==> config.mk <==
export PLATFORM = sky130hd
export DESIGN_NAME = chicken_race_tracker
export DESIGN_NICKNAME = d
export VERILOG_FILES = /design/src/rtl/chicken_race_tracker_pkg.sv /design/src/rtl/chicken_race_tracker_ring_adder.sv /design/src/rtl/chicken_race_tracker.sv
export SDC_FILE = /design/constraint.sdc
export NUM_CORES = 1
export LEC_CHECK = 0
export ABC_AREA = 0
export BUFFER_PORTS_ARGS = -buffer_cell sky130_fd_sc_hd__buf_2
export CORE_UTILIZATION = 45
export DETAILED_ROUTE_END_ITERATION = 10
export PLACE_DENSITY = 0.64
export SYNTH_ARGS = -nofsm -noshare
export SYNTH_HDL_FRONTEND = slang
export SYNTH_SLANG_ARGS = --single-unit
export TNS_END_PERCENT = 100
==> constraint.sdc <==
create_clock -name clk -period 7.4 [get_ports clk]
set_input_delay 0.37 -clock clk [delete_from_list [all_inputs] [get_ports clk]]
set_output_delay 0.37 -clock clk [all_outputs]
set_load 0.005 [all_outputs]
==> src/rtl/chicken_race_tracker_pkg.sv <==
// Shared types and constants for the chicken race position/tail tracker.
// FSM state encoding plus the helper that spaces players evenly at game start.
package chicken_race_tracker_pkg;

  typedef enum logic [2:0] {
    IDLE    = 3'd0,
    MOVE    = 3'd1,
    CAPTURE = 3'd2,
    CHECK   = 3'd3,
    WIN     = 3'd4
  } state_t;

  // Tiles between neighbouring players at the start of a game.
  function automatic int start_spacing(input int track_len, input int num_players);
    return track_len / num_players;
  endfunction

endpackage

==> src/rtl/chicken_race_tracker_ring_adder.sv <==
// Combinational modulo add on the circular track: sum = (a + b) mod TRACK_LEN.
// Both operands are below TRACK_LEN, so a single conditional subtract is enough.
module chicken_race_tracker_ring_adder #(
  parameter int POS_W     = 5,
  parameter int TRACK_LEN = 24
) (
  input  logic [POS_W-1:0] a,
  input  logic [POS_W-1:0] b,
  output logic [POS_W-1:0] sum
);

  localparam logic [POS_W:0] LEN_EXT = (POS_W+1)'(TRACK_LEN);

  logic [POS_W:0] raw;
  logic [POS_W:0] wrapped;

  always_comb begin
    raw     = {1'b0, a} + {1'b0, b};
    wrapped = (raw >= LEN_EXT) ? (raw - LEN_EXT) : raw;
    sum     = wrapped[POS_W-1:0];
  end

endmodule

==> src/rtl/chicken_race_tracker.sv <==
// Holds player positions and tail counts, runs one move per request through
// IDLE->MOVE->CAPTURE->CHECK, and latches the winner once a player owns every tail.
module chicken_race_tracker
  import chicken_race_tracker_pkg::*;
#(
  parameter int NUM_PLAYERS = 4,
  parameter int TRACK_LEN   = 24,
  parameter int POS_W       = 5,
  parameter int TURN_W      = 2
) (
  input  logic                              clk,
  input  logic                              rst,
  input  logic                              move_req,
  input  logic                              move_hit,
  input  logic [POS_W-1:0]                  move_steps,
  input  logic                              clear_win,
  output logic                              busy,
  output logic [TURN_W-1:0]                 cur_turn,
  output logic [NUM_PLAYERS*POS_W-1:0]      pos_flat,
  output logic [NUM_PLAYERS*(TURN_W+1)-1:0] tails_flat,
  output logic [POS_W-1:0]                  afterposition_data,
  output logic                              step_err,
  output logic                              win,
  output logic [TURN_W-1:0]                 winner
);

  localparam int              SPACING = start_spacing(TRACK_LEN, NUM_PLAYERS);
  localparam logic [POS_W:0]  LEN_EXT = (POS_W+1)'(TRACK_LEN);
  localparam logic [TURN_W:0] ALL_TAILS = (TURN_W+1)'(NUM_PLAYERS);
  localparam logic [TURN_W-1:0] LAST_TURN = TURN_W'(NUM_PLAYERS - 1);

  state_t            state;
  logic [POS_W-1:0]  pos   [NUM_PLAYERS];
  logic [TURN_W:0]   tails [NUM_PLAYERS];
  logic              hit_q;
  logic [POS_W-1:0]  steps_q;
  logic [POS_W-1:0]  moved_pos;
  logic [TURN_W:0]   captured;
  logic [NUM_PLAYERS-1:0] victim;

  chicken_race_tracker_ring_adder #(
    .POS_W    (POS_W),
    .TRACK_LEN(TRACK_LEN)
  ) u_ring_adder (
    .a  (pos[cur_turn]),
    .b  (steps_q),
    .sum(moved_pos)
  );

  // Everyone sharing the mover's tile is a victim, including players already at zero tails.
  always_comb begin
    captured = '0;
    victim   = '0;
    for (int j = 0; j < NUM_PLAYERS; j++) begin
      if (TURN_W'(j) != cur_turn && pos[j] == pos[cur_turn]) begin
        victim[j] = 1'b1;
        captured  = captured + tails[j];
      end
    end
  end

  for (genvar g = 0; g < NUM_PLAYERS; g++) begin : g_flat
    assign pos_flat[g*POS_W +: POS_W]             = pos[g];
    assign tails_flat[g*(TURN_W+1) +: TURN_W+1]   = tails[g];
  end

  always_ff @(posedge clk or negedge rst) begin
    if (!rst) begin
      state              <= IDLE;
      cur_turn           <= '0;
      busy               <= 1'b0;
      win                <= 1'b0;
      winner             <= '0;
      step_err           <= 1'b0;
      hit_q              <= 1'b0;
      steps_q            <= '0;
      afterposition_data <= '0;
      for (int i = 0; i < NUM_PLAYERS; i++) begin
        pos[i]   <= POS_W'(i * SPACING);
        tails[i] <= (TURN_W+1)'(1);
      end
    end else begin
      step_err           <= 1'b0;
      afterposition_data <= pos[cur_turn];
      case (state)
        IDLE: begin
          if (move_req) begin
            if ({1'b0, move_steps} >= LEN_EXT) begin
              step_err <= 1'b1;
            end else begin
              hit_q   <= move_hit;
              steps_q <= move_steps;
              busy    <= 1'b1;
              state   <= MOVE;
            end
          end
        end
        MOVE: begin
          if (hit_q) pos[cur_turn] <= moved_pos;
          state <= CAPTURE;
        end
        CAPTURE: begin
          if (hit_q && steps_q != '0) begin
            for (int j = 0; j < NUM_PLAYERS; j++) begin
              if (victim[j]) tails[j] <= '0;
            end
            tails[cur_turn] <= tails[cur_turn] + captured;
          end
          state <= CHECK;
        end
        CHECK: begin
          if (tails[cur_turn] == ALL_TAILS) begin
            win    <= 1'b1;
            winner <= cur_turn;
            state  <= WIN;
          end else begin
            busy  <= 1'b0;
            state <= IDLE;
            if (!hit_q) cur_turn <= (cur_turn == LAST_TURN) ? '0 : cur_turn + 1'b1;
          end
        end
        WIN: begin
          if (clear_win) begin
            state    <= IDLE;
            cur_turn <= '0;
            busy     <= 1'b0;
            win      <= 1'b0;
            winner   <= '0;
            for (int i = 0; i < NUM_PLAYERS; i++) begin
              pos[i]   <= POS_W'(i * SPACING);
              tails[i] <= (TURN_W+1)'(1);
            end
          end
        end
        default: state <= IDLE;
      endcase
    end
  end

endmodule

---- Yosys cells after proc, flatten, opt, wreduce, memory -nomap -nowiden ----
Index checks and enable logic that the tools add are counted.
operators by class
  equal/unequal tests ..................... 21
  bitwise operators ....................... 2
  order comparisons ....................... 4
  multiplexer cells ....................... 61
  add/subtract/negate cells ............... 7
  reduce and logical (&&, ||, !) cells .... 20
operators by type and width
  operator            number
  $mux 3              23
  $mux 20             2
  $pmux 20 s2         1
  $mux 12             2
  $pmux 12 s2         1
  $bwmux 20           1
  $eq 5x5->1          4
  $mux 5              4
  $ne 2x2->1 const B  8
  $pmux 3 s5          1
  $reduce_and 3->1    5
  $add 3x3->3         4
  $bwmux 12           1
  $mux 1              12
  $bmux 5 s2          1
  $demux 5 s2         1
  $mux 2              5
  $pmux 2 s2          2
  $reduce_bool 2->1   4
  $add 5x5->6         1
  $bmux 3 s2          1
  $demux 3 s2         1
  $eq 3x2->1 const B  2
  $eq 3x3->1 const B  2
  20 further kinds    26
word-level totals
  word-level logic and storage cells ...... 132
  flip-flop bits (word level) ............. 53

---- Logic depth before layout (Yosys ltp) ----
  depth in word-level cells ............... 17
  gate-level depth with buffers ........... 24
  mapped depth without buffers ............ 22

---- Modules after synthesis ----
Synthesis repeated with hierarchy kept, for this count alone.
second synthesis, totals
  cells, all modules ...................... 346
  area, all modules ....................... 3711.1 µm²
by module, submodules not included
  module                           instances  cells each  area each (µm²)
  chicken_race_tracker             1          305         3389.5
  chicken_race_tracker_ring_adder  1          41          321.6

---- Worst setup path before layout ----
No wires, ideal clock.
  path type ............................... reg2reg
  start ................................... register pos (netlist bit pos_flat[7])
  end ..................................... register tails (netlist bit tails_flat[5])
  slack ................................... 1.936 ns
  data required time ...................... 7.278 ns
  setup time .............................. 0.122 ns
  clock period less this slack ............ 5.464 ns
  stages on the path, launching flop included .. 22
  arrival time ............................ 5.342 ns
  buffers on the path ..................... 1
  path through ............................ dfstp_2 -> buf_6 -> xnor2_1 -> nand2_1 -> o41a_1 -> o22ai_1 -> nand3b_1 -> inv_1 -> ha_1 -> inv_1 -> fa_1 -> nand2b_1 -> o21ai_0 -> fa_1 -> o21a_1 -> fa_1 -> a32oi_1 -> fa_1 -> xnor2_1 -> xnor3_2 -> xor2_1 -> a32o_1
between the ends
  cells in the longest elaborated chain, start to end .. 16
ends and longest elaborated chain
  element                                    RTL line                     text
  start: declaration                         chicken_race_tracker.sv:33   logic [POS_W-1:0] pos [NUM_PLAYERS];
  start signal: indexed assignment           chicken_race_tracker.sv:79   pos[i] <= POS_W'(i * SPACING);
  start signal: indexed assignment           chicken_race_tracker.sv:99   if (hit_q) pos[cur_turn] <= moved_pos;
  start signal: indexed assignment           chicken_race_tracker.sv:130  pos[i] <= POS_W'(i * SPACING);
  $bmux 5 s2                                 chicken_race_tracker.sv:55   if (TURN_W'(j) != cur_turn && pos[j] == pos[cur_turn]) begin
  $mux 5 (not written as such) (2 in a row)  chicken_race_tracker.sv:55
  $eq 5x5->1                                 chicken_race_tracker.sv:55
  $logic_and 1x1->1                          chicken_race_tracker.sv:55
  $mux 3                                     chicken_race_tracker.sv:55
  $add 3x3->3                                chicken_race_tracker.sv:57   captured = captured + tails[j];
  $mux 3                                     chicken_race_tracker.sv:55
  $add 3x3->3                                chicken_race_tracker.sv:57
  $mux 3                                     chicken_race_tracker.sv:55
  $add 3x3->3                                chicken_race_tracker.sv:57
  $mux 3                                     chicken_race_tracker.sv:55
  $add 3x3->3                                chicken_race_tracker.sv:107  tails[cur_turn] <= tails[cur_turn] + captured;
  $bwmux 12 *                                chicken_race_tracker.sv:107
  $mux 12 *                                  chicken_race_tracker.sv:103  if (hit_q && steps_q != '0) begin
  $pmux 12 s2 *                              chicken_race_tracker.sv:85   case (state)
  end signal: indexed assignment             chicken_race_tracker.sv:80   tails[i] <= (TURN_W+1)'(1);
  end signal: indexed assignment             chicken_race_tracker.sv:107
  end signal: indexed assignment             chicken_race_tracker.sv:131  tails[i] <= (TURN_W+1)'(1);
  end: declaration                           chicken_race_tracker.sv:34   logic [TURN_W:0] tails [NUM_PLAYERS];
Mark *: on every way between the ends. The rest lies on a longest branch, timed or not. The select of a mux whose other input is x is not followed.
A chain may end at the register's enable or synchronous reset.

---- Worst setup path after layout ----
  start ................................... register cur_turn[0]
  end ..................................... register tails (netlist bit tails_flat[2])
between the ends
  cells in the longest elaborated chain, start to end .. 17
ends and longest elaborated chain
  element                                    RTL line                                                 text
  start: declaration                         chicken_race_tracker.sv:18                               output logic [TURN_W-1:0] cur_turn,
  start signal: assignment                   chicken_race_tracker.sv:119                              if (!hit_q) cur_turn <= (cur_turn == LAST_TURN) ? '0 : cur_turn + 1'b1;
  $not 2->3 (not written as such)            chicken_race_tracker.sv:55, chicken_race_tracker.sv:107
  $bmux 5 s2                                 chicken_race_tracker.sv:55
  $mux 5 (not written as such) (2 in a row)  chicken_race_tracker.sv:55
  $eq 5x5->1                                 chicken_race_tracker.sv:55
  $logic_and 1x1->1                          chicken_race_tracker.sv:55
  $mux 3                                     chicken_race_tracker.sv:55
  $add 3x3->3                                chicken_race_tracker.sv:57
  $mux 3                                     chicken_race_tracker.sv:55
  $add 3x3->3                                chicken_race_tracker.sv:57
  $mux 3                                     chicken_race_tracker.sv:55
  $add 3x3->3                                chicken_race_tracker.sv:57
  $mux 3                                     chicken_race_tracker.sv:55
  $add 3x3->3                                chicken_race_tracker.sv:107
  $bwmux 12 *                                chicken_race_tracker.sv:107
  $mux 12 *                                  chicken_race_tracker.sv:103
  $pmux 12 s2 *                              chicken_race_tracker.sv:85
Marks and branches as above.

==> flow_summary.toml <==
[run_status]
status = "finished clean"

[sta]
min_period_ps = 6350
rsz0062_at_grt = "no"
worst_pin_slew_ps = 882.8
finClkSkew_ps = 8.096
finalSetupViolations = 0
timing.final.crit_share = 0.8581
fin_tns_setup_ps = 0
drv_slew = 0
hold_viol_final = 0
slew_headroom = 0.4114
whs_ps = 151.9
fmax_mhz = 157.5

[grt]
grt_antenna_before_repair = 0
grt.met2_usage = 0.3817
use_met3 = 0.02927
grt-ovfl-total = 0
grtUsageMet1 = 0.3427
grt_pass1_vias = 2955
grt.total_usage = 0.2387
grt_pass1_wl_um = 15840
busiest_layer = "met2"
grt_max_degree = 54

[synthesis]
synth.top_cell.area_share = 0.2865
yosysWarnings = 0
synth_cell_types = 59
ys_seq_elements = 53
avgSynthCellArea_um2 = 9.606
synth.largest_area_cell = "dfrtp_1"
ys_top_cells_by_area = "dfrtp_1 (29%), xnor2_1 (7.5%), dfstp_2 (7.0%)"
synth_edf_count = 0
async_reset_ff_frac = 1.000
syn_area_um2 = 3756
synth-seq-area-share = 0.3564
synth.net_count = 419
synth_ff_type = "dfrtp_1"
synthCells = 391

[clocking]
clock_latency_ps = 320
numCtsBuffers = 5
ctsResizeCount = 0
postCtsSetupBuffers = 0
htreeDepth = 2
path_clk_slew_ps = 110
clockBufferDepth = 2
tritoncts = "built"
root_buffer = "clkbuf_8"
cts_hold_buf = 0
clkSinkCount = 53

[floorplanning]
dieArea_um2 = 8716
io_pins = 54
core_area_um2 = 7888
num_rows = 32
die_y_um = 93.36
start_util = 0.4762
fp.dieW_um = 93.36

[power_and_ir_drop]
ir_worst_vdd_mv = 0.3520
p_int_mw = 1.201
p_sw_mw = 1.142
power_frac_seq = 0.293
clockPowerShare = 0.080
comb_power_share = 0.627
swShare = 0.4876
total_power_mw = 2.343
p_leak_nw = 1.839
power_density_nw_per_um2 = 567.1

[setup_path]
worstSetupEndpointType = "flip-flop"
cp.arrival_ps = 6600
setup.worst_path.start_class = "flip-flop"
cp.required_ps = 7650
crit_path_max_fanout = 20
crit_type = "reg -> reg"

[detailed_routing]
drt_iter0_markers = 207
vias_per_cell = 5.760
drc = 0
dr.pass1.iters = 4
wl_per_cell_um = 18.39
vias = 3047
wirelength_um = 9726
final_antenna_net_count = 0

[cells_and_area]
final_area_um2 = 4131
layout.area.seq_um2 = 1339
fin_nets = 454
syn_to_final_growth_pct = 9.993
fillers = 728
multi_input_area_um2 = 2202
drive_gt1_frac = 0.2108
diodes = 0

[placement]
dpl-instance-area_um2 = 4031
port_buffers = 53
gp_congestion = 0.8572
place_hpwl_um = 7223

[worst_hold_path]
hold_path.class = "in -> async"

[job]
drv_cap = 0
## state kept, by name, summed over array words and instances, names as in the netlist, 2 cells and up
| register | cells |
|---|---|
| winner | 2 |
| cur_turn | 2 |
| tails_flat | 12 |
| afterposition_data | 5 |
| steps_q | 5 |
| pos_flat | 20 |
| state | 3 |
## power groups by stage
stage	clock (mW)	combinational (mW)	sequential (mW)
6_report	0.188	1.47	0.685
2_1_floorplan	0	1.21	0.549
3_3_place_gp	0	1.44	0.685
5_1_grt	0.201	1.64	0.709
4_1_cts	0.191	1.47	0.682
3_5_place_dp	0	1.46	0.688
## metal layers
metal / vias to the layer above / share of wire
met3: 7 / 0.047
met2: 84 / 0.48
met1: 1501 / 0.47
met4: 0 / 0.0084
met5: - / 0
li1: 1455 / -
## through the flow
stage / utilization / worst slack, ps / std cells
global route: 0.5238 / 550.4 / 529
CTS: 0.5238 / 1071 / 529
floorplan: - / 1936 / 391
detailed placement: 0.5111 / 1089 / 521
finish: 0.5238 / 1050 / 529
global placement: 0.5111 / 1232 / 521
## path summary, 6_finish.rpt
check	to	start	cells after the start	slack, ps
setup / recovery	tails_flat[2]	cur_turn[0]	19	1050
hold / removal	pos_flat[10]	rst	2	150
setup reg to reg	tails_flat[2]	cur_turn[0]	19	1050
hold reg to reg	tails_flat[3]	tails_flat[3]	1	510
max in group asynchronous	tails_flat[5]	rst	2	6780
min in group clk	steps_q[0]	move_steps[0]	2	270
## cell families (layout without fill, tap and decap cells)
kind of cell	Yosys count	count (layout)	synth area share
AOI/OAI and AO/OA	106	106	0.1889
xor gates and xnor gates	50	50	0.1279
adders and majority gates	18	18	0.06996
buffers and inverters	47	83	0.05729
DFF	53	53	0.3564
muxes	22	22	0.07661
and+or+nand+nor	95	95	0.1229
## critical path: stages, from the launching register on
cell and delay, ps:
dfrtp_1 930, buf_4 320, clkinv_1 280, ha_1 480
nand3b_1 270, inv_1 80, ha_1 130, inv_1 50
fa_1 460, nand2b_1 110, o21ai_0 120, fa_1 490
o21a_1 210, fa_1 500, a32oi_1 140, fa_1 480
xnor2_1 300, xnor3_2 430, xnor3_1 360, o21ai_1 120
## cells in the mapped netlist, drive strengths merged, types with 4 or more instances
cell and number:
a21o 8, a21oi 23, a32o 4, buf 9
clkbuf 20, dfrtp 43, dfstp 10, fa 5
ha 13, inv 17, mux2 4, mux2i 13
mux4 5, nand2 42, nand2b 4, nand3 8
nand3b 4, nor2 15, nor2b 6, nor3 5
o21a 4, o21ai 30, o22ai 5, o31ai 6
xnor2 32, xor2 15
## placed cells by master (no fill, tap or decap), drive strengths merged, types with 2 or more instances in the layout
master  Yosys  final
nand4       2      2
inv        17     18
a211oi      2      2
fa          5      5
nand3       8      8
xnor2      32     32
a22o        3      3
nor2b       6      6
clkbuf     20      6
xnor3       3      3
a21o        8      8
nand3b      4      4
nand2b      4      4
o21a        4      4
ha         13     13
o211a       3      3
mux2        4      4
nand2      42     42
mux2i      13     13
o2111a      3      3
xor2       15     15
o31ai       6      6
buf         9     57
o21ai      30     30
o211ai      3      3
a21oi      23     23
dfrtp      43     43
a32o        4      4
o22ai       5      5
nor2       15     15
nor3b       3      3
clkinv      1      2
nor3        5      5
dfstp      10     10
mux4        5      5
a31oi       2      2
## final cells by class
type                    count  share of cell area
multi-input cells         291              0.5330
flip-flops and latches     53              0.3240
repair buffers             57             0.07147
well taps                 102             0.03089
clock buffers               6             0.01999
inverters                  18             0.01635
clock inverters             2            0.004240
No activity file was read; power rests on OpenSTA's default activity.
